===== config.mk =====
export PLATFORM = sky130hd
export DESIGN_NAME = host_frame_rx
export DESIGN_NICKNAME = d
export VERILOG_FILES = /design/src/rtl/host_frame_rx.sv
export SDC_FILE = /design/constraint.sdc
export NUM_CORES = 1
export LEC_CHECK = 0
export ABC_AREA = 1
export CORE_UTILIZATION = 45
export CTS_CLUSTER_SIZE = 28
export DETAILED_ROUTE_END_ITERATION = 16
export PLACE_DENSITY = 0.66
export SLEW_MARGIN = 10
export SYNTH_ARGS = -nofsm -noshare
export SYNTH_HDL_FRONTEND = slang
export SYNTH_SLANG_ARGS = --single-unit

===== constraint.sdc =====
create_clock -name clk -period 4.6 [get_ports clk]
set_input_delay 0.69 -clock clk [delete_from_list [all_inputs] [get_ports clk]]
set_output_delay 0.69 -clock clk [all_outputs]
set_load 0.005 [all_outputs]

===== src/rtl/host_frame_rx.sv =====
// Validating deframer: hunts SYNC, reads LEN, buffers the payload, checks an 8-bit checksum
// and replays only verified payloads as AXI-Stream. Bad or stalled frames are counted and dropped.
module host_frame_rx #(
    parameter int unsigned MAX_LEN        = 64,
    parameter logic [7:0]  SYNC_BYTE      = 8'hA5,
    parameter int unsigned TIMEOUT_CYCLES = 1_000_000,
    parameter int unsigned CNT_W          = 16
) (
    input  logic             clk,
    input  logic             rst,
    input  logic [7:0]       s_axis_tdata,
    input  logic             s_axis_tvalid,
    output logic             s_axis_tready,
    output logic [7:0]       m_axis_tdata,
    output logic             m_axis_tvalid,
    input  logic             m_axis_tready,
    output logic             m_axis_tlast,
    output logic             frame_ok,
    output logic [CNT_W-1:0] err_len,
    output logic [CNT_W-1:0] err_csum,
    output logic [CNT_W-1:0] err_timeout
);

    localparam int unsigned AW          = (MAX_LEN > 1) ? $clog2(MAX_LEN) : 1;
    localparam logic [7:0]  MaxLen8     = 8'(MAX_LEN);
    localparam logic [31:0] TimeoutLast = 32'(TIMEOUT_CYCLES - 1);

    typedef enum logic [2:0] {StHunt, StLen, StPay, StCsum, StDrain} state_e;

    state_e           state_q, state_d;
    logic [7:0]       len_q, len_d;
    logic [7:0]       sum_q, sum_d;
    logic [7:0]       widx_q, widx_d;
    logic [7:0]       ridx_q, ridx_d;
    logic [31:0]      idle_q, idle_d;
    logic             ready_q, ready_d;
    logic             frame_ok_q, frame_ok_d;
    logic [CNT_W-1:0] err_len_q, err_csum_q, err_timeout_q;
    logic             inc_len, inc_csum, inc_timeout;
    logic             wr_en;
    logic             accept;
    logic             m_last;
    logic [7:0]       csum_chk;
    logic [7:0]       mem_q [2**AW];

    assign accept   = s_axis_tvalid & ready_q;
    assign csum_chk = sum_q + s_axis_tdata;
    assign m_last   = (ridx_q == len_q - 8'd1);

    always_comb begin
        state_d     = state_q;
        len_d       = len_q;
        sum_d       = sum_q;
        widx_d      = widx_q;
        ridx_d      = ridx_q;
        idle_d      = idle_q;
        frame_ok_d  = 1'b0;
        inc_len     = 1'b0;
        inc_csum    = 1'b0;
        inc_timeout = 1'b0;
        wr_en       = 1'b0;

        unique case (state_q)
            StHunt: begin
                if (accept && s_axis_tdata == SYNC_BYTE) begin
                    state_d = StLen;
                    idle_d  = '0;
                end
            end
            StLen: begin
                if (accept) begin
                    idle_d = '0;
                    if (s_axis_tdata == 8'd0 || s_axis_tdata > MaxLen8) begin
                        inc_len = 1'b1;
                        state_d = StHunt;
                    end else begin
                        len_d   = s_axis_tdata;
                        sum_d   = s_axis_tdata;
                        widx_d  = '0;
                        state_d = StPay;
                    end
                end
            end
            StPay: begin
                if (accept) begin
                    idle_d = '0;
                    wr_en  = 1'b1;
                    sum_d  = sum_q + s_axis_tdata;
                    widx_d = widx_q + 8'd1;
                    if (widx_q == len_q - 8'd1) begin
                        state_d = StCsum;
                    end
                end
            end
            StCsum: begin
                if (accept) begin
                    idle_d = '0;
                    if (csum_chk == 8'd0) begin
                        frame_ok_d = 1'b1;
                        ridx_d     = '0;
                        state_d    = StDrain;
                    end else begin
                        inc_csum = 1'b1;
                        state_d  = StHunt;
                    end
                end
            end
            StDrain: begin
                if (m_axis_tready) begin
                    ridx_d = ridx_q + 8'd1;
                    if (m_last) begin
                        state_d = StHunt;
                    end
                end
            end
            default: state_d = StHunt;
        endcase

        // Idle cycles mid-frame; a stalled sender must not wedge the deframer.
        if ((state_q == StLen || state_q == StPay || state_q == StCsum) && !accept &&
            TIMEOUT_CYCLES != 0) begin
            if (idle_q == TimeoutLast) begin
                inc_timeout = 1'b1;
                idle_d      = '0;
                state_d     = StHunt;
            end else begin
                idle_d = idle_q + 32'd1;
            end
        end

        ready_d = (state_d != StDrain);
    end

    always_ff @(posedge clk or posedge rst) begin
        if (rst) begin
            state_q       <= StHunt;
            len_q         <= '0;
            sum_q         <= '0;
            widx_q        <= '0;
            ridx_q        <= '0;
            idle_q        <= '0;
            ready_q       <= 1'b0;
            frame_ok_q    <= 1'b0;
            err_len_q     <= '0;
            err_csum_q    <= '0;
            err_timeout_q <= '0;
        end else begin
            state_q    <= state_d;
            len_q      <= len_d;
            sum_q      <= sum_d;
            widx_q     <= widx_d;
            ridx_q     <= ridx_d;
            idle_q     <= idle_d;
            ready_q    <= ready_d;
            frame_ok_q <= frame_ok_d;
            if (inc_len && err_len_q != '1) begin
                err_len_q <= err_len_q + 1'b1;
            end
            if (inc_csum && err_csum_q != '1) begin
                err_csum_q <= err_csum_q + 1'b1;
            end
            if (inc_timeout && err_timeout_q != '1) begin
                err_timeout_q <= err_timeout_q + 1'b1;
            end
        end
    end

    always_ff @(posedge clk) begin
        if (wr_en) begin
            mem_q[widx_q[AW-1:0]] <= s_axis_tdata;
        end
    end

    assign s_axis_tready = ready_q;
    assign m_axis_tvalid = (state_q == StDrain);
    assign m_axis_tdata  = mem_q[ridx_q[AW-1:0]];
    assign m_axis_tlast  = (state_q == StDrain) && m_last;
    assign frame_ok      = frame_ok_q;
    assign err_len       = err_len_q;
    assign err_csum      = err_csum_q;
    assign err_timeout   = err_timeout_q;

endmodule


==> run_results.csv <==
group,metric,value,unit
floorplanning,ioPinCount,72,
cells_and_area,area_delta_synth_final,13.5,%
logic_synthesis,synth_cells,2743,
sta,max_freq,230,MHz
sta,holdWs,0.435,ns
sta,hold_viol_final,0,
sta,tns,0,ns
floorplanning,core_area,61800,um2
setup_path,crit_path_top_delay_cell,"dfrtp_4",
power,leakage,11.9,nW
logic_synthesis,synth_seq_cells,629,
power,pwr_density_cell,397,nW/um2
status,status,"completed",
cells_and_area,multi_input_area,8730,um2
drt,drt_iter0_markers,1802,
sta,fin_crit_sh,94.3,%
logic_synthesis,yosysMostFrequentCell,"nand2_1",
logic_synthesis,synth_fp_nets,2770,
power,p_total,0.0127,W
floorplanning,start_util,45.6,%
drt,first_pass_iters,6,
cells_and_area,final-seq-area,18300,um2
logic_synthesis,synthArstFlopShare,18.6,%
setup_path,cp_max_fo,88,
cts,clk_path_buf_depth,3,
setup_path,ff2ff_setup_slack,1.56,ns
worst_hold_path,hp-class,"in -> reg",
setup_path,critical_path_arrival,3.65,ns
drt,drtAntennaViolNets,0,
grt,antenna_found_initial,0,
logic_synthesis,synth-warning-count,0,
worst_hold_path,worst_hold_path.endpoint,"len_q[4]",
setup_path,start_kind,"flop",
grt,grt_pass1_vias,20200,
sta,timing.slew.headroom,34.0,%
floorplanning,dieHeight,252,um
floorplanning,die_x,252,um
setup_path,reg2reg_to,"mem_q[34][5]",
logic_synthesis,syn-cell-area,28200,um2
grt,grtUsageTotal,22.9,%
cts,cts_root_buf,"clkbuf_16",
sta,fin_worst_skew,0.0324,ns
floorplanning,num_rows,91,
logic_synthesis,synth_cell_type_count,46,
drt,totalWireLength,72.0,mm
logic_synthesis,yosysTopAreaCell,"edfxtp_1",
sta,final.min_clock_period,4.34,ns
placement,place_area,29900,um2
flow_run,cap_viol_max_count,0,
power,max-vdd-ir-drop,270,uV
cts,tritoncts,"built",
setup_path,crit_type,"reg -> out",
cells_and_area,diodes,0,
sta,finalSetupViolations,0,
grt,grt_start_max_net_pins,141,
logic_synthesis,synth_edf_count,512,
cells_and_area,nets,2846,
sta,tightestPinTransition,0.983,ns
logic_synthesis,synthTopCellsByArea,"edfxtp_1 55%, dfrtp_1 10%, nand2_1 7.9%",
drt,vias,20400,
setup_path,slowest_delay,0.61,ns
logic_synthesis,synth.cells.most_frequent,"596 x nand2_1, 512 x edfxtp_1, 435 x nor2_1, 220 x o21ai_0, 159 x nand3_1",
grt,grt_pass1_wl,113,mm
cells_and_area,drive_above_1_share,6.55,%
placement,place_hpwl,44.4,mm
setup_path,rr_worst_depth,6,
cts,htreeDepth,3,
cts,insertion_delay,0.63,ns
drt,via_per_inst,5.51,
worst_hold_path,min_path_cells,3,
floorplanning,die-area,63700,um2
logic_synthesis,synth_area_per_cell,10.3,um2
worst_hold_path,hp-start,"s_axis_tdata[4]",
setup_path,required,3.91,ns
logic_synthesis,synth_seq_area_share,64.9,%
setup_path,cp-end-kind,"output port",
grt,grt-ovfl-total,0,
logic_synthesis,yosysTopAreaCellShare,54.5,%
sta,rsz0062_at_grt,"false",
cells_and_area,fillCellCount,5528,
logic_synthesis,synthFlopType,"edfxtp_1",
cts,cts.sink_count,629,
cts,cts_setup_buffers,0,
sta,slew_violations,0,
placement,io_buffers,71,
drt,drc_errors,0,
cells_and_area,fin_area,32000,um2
placement,gp_congestion,0.912,
setup_path,path_cells,"inv_8 -> buf_12 -> buf_12 -> o21ai_0 -> nand2_1 -> nand2_1 -> nand4_1 -> nand3_1 -> nand2_1 -> inv_1 -> nand2_1 -> clkdlybuf4s50_1",
drt,wire_per_inst,19.4,um
setup_path,crit_top_cell,"nand2_1",
setup_path,reg2reg_from,"s_axis_tready",
cts,cts.reportedPaths.clkPinSlew,0.06,ns
cts,cts_buffers,67,
-- cells by family (layout without fill, tap and decap cells) --
kind of cell	count (synthesis)	count (layout)	synth area share, %
flip-flops	629	629	64.9
AND/OR/NAND/NOR	1304	1304	19.0
adder cells (fa/ha/maj)	15	15	0.692
AO/OA/AOI/OAI	445	445	8.80
buffers and inverters	276	403	4.18
XOR/XNOR	74	74	2.40
-- what timing repair did --
item | in CTS | in global routing
endpoints found under the setup margin | 0 | 1
hold endpoints to repair | 0 | 0
hold buffers | 0 | 0
resized for setup | 0 | 1
-- layout make-up --
class	count	area share, %
Clock buffer	86	5.65
Clock inverter	34	1.08
Inverter	152	1.81
Multi-Input combinational cell	1838	27.2
Sequential cell	629	57.2
Tap cell	837	3.27
Timing Repair Buffer	131	3.77
-- how the worst max path moves through the flow --
stage | from | end | slack [ns]
6_report | ridx_q[0] | m_axis_tdata[2] | 0.26
5_1_grt | ridx_q[1] | m_axis_tdata[3] | 0.11
4_1_cts | ridx_q[0] | m_axis_tdata[3] | 0.20
3_5_place_dp | ridx_q[0] | m_axis_tdata[2] | 0.87
3_3_place_gp | ridx_q[0] | m_axis_tdata[2] | 0.88
2_1_floorplan | rst | err_csum[0] | 0.81
-- cell usage in the layout, fill, tap and decap left out, drive strengths merged, types with 36 or more instances in the layout --
cell           Yosys  layout
xor2              52      52
nor2             439     439
o21ai            260     260
nand2            601     601
dfrtp            117     117
inv              148     152
nand3            161     161
o211ai            51      51
nor3              49      49
clkbuf            49      86
nand4             36      36
buf               75      68
a21oi             64      64
edfxtp           512     512
clkdlybuf4s50      0      63
o22ai             47      47
-- metal layers --
| metal | routed length (um) | vias up | track usage (%) |
|---|---|---|---|
| li1 | - | 9635 | - |
| met1 | 31000 | 9933 | 31.5 |
| met2 | 34200 | 739 | 37.5 |
| met3 | 4910 | 115 | 3.83 |
| met4 | 1890 | 0 | 6.91 |
| met5 | 0 | - | 0 |
-- worst max-delay path, delay by kind of cell, from the launching register on --
| family | cells | cell delay (ns) |
|---|---|---|
| buffers and inverters | 5 | 1.48 |
| AO/OA/AOI/OAI | 1 | 0.10 |
| AND/OR/NAND/NOR | 6 | 0.71 |
| flip-flops | 1 | 0.61 |
-- state kept, by name (all words and copies together) (netlist names) --
register / count
err_csum: 16
ridx_q: 8
err_timeout: 16
mem_q: 512
frame_ok: 1
err_len: 16
sum_q: 8
state_q: 3
idle_q: 32
s_axis_tready: 1
widx_q: 8
len_q: 8
-- stage by stage --
stage | worst slack [ns] | instances | utilization (%)
final | 0.261 | 3707 | 51.8
after global routing | 0.112 | 3707 | 51.8
after CTS | 0.201 | 3707 | 51.8
after detailed placement | 0.870 | 3587 | 48.3
after global placement | 0.877 | 3587 | 48.3
after floorplan | 0.809 | 2743 | -
-- report_power, final --
group,internal [W],switching (W)
clock network,0.00304,0.00226
logic,0.000269,0.000637
registers,0.00633,0.000179
total,0.00964,0.00308
Power figures use the tool's default switching activity.
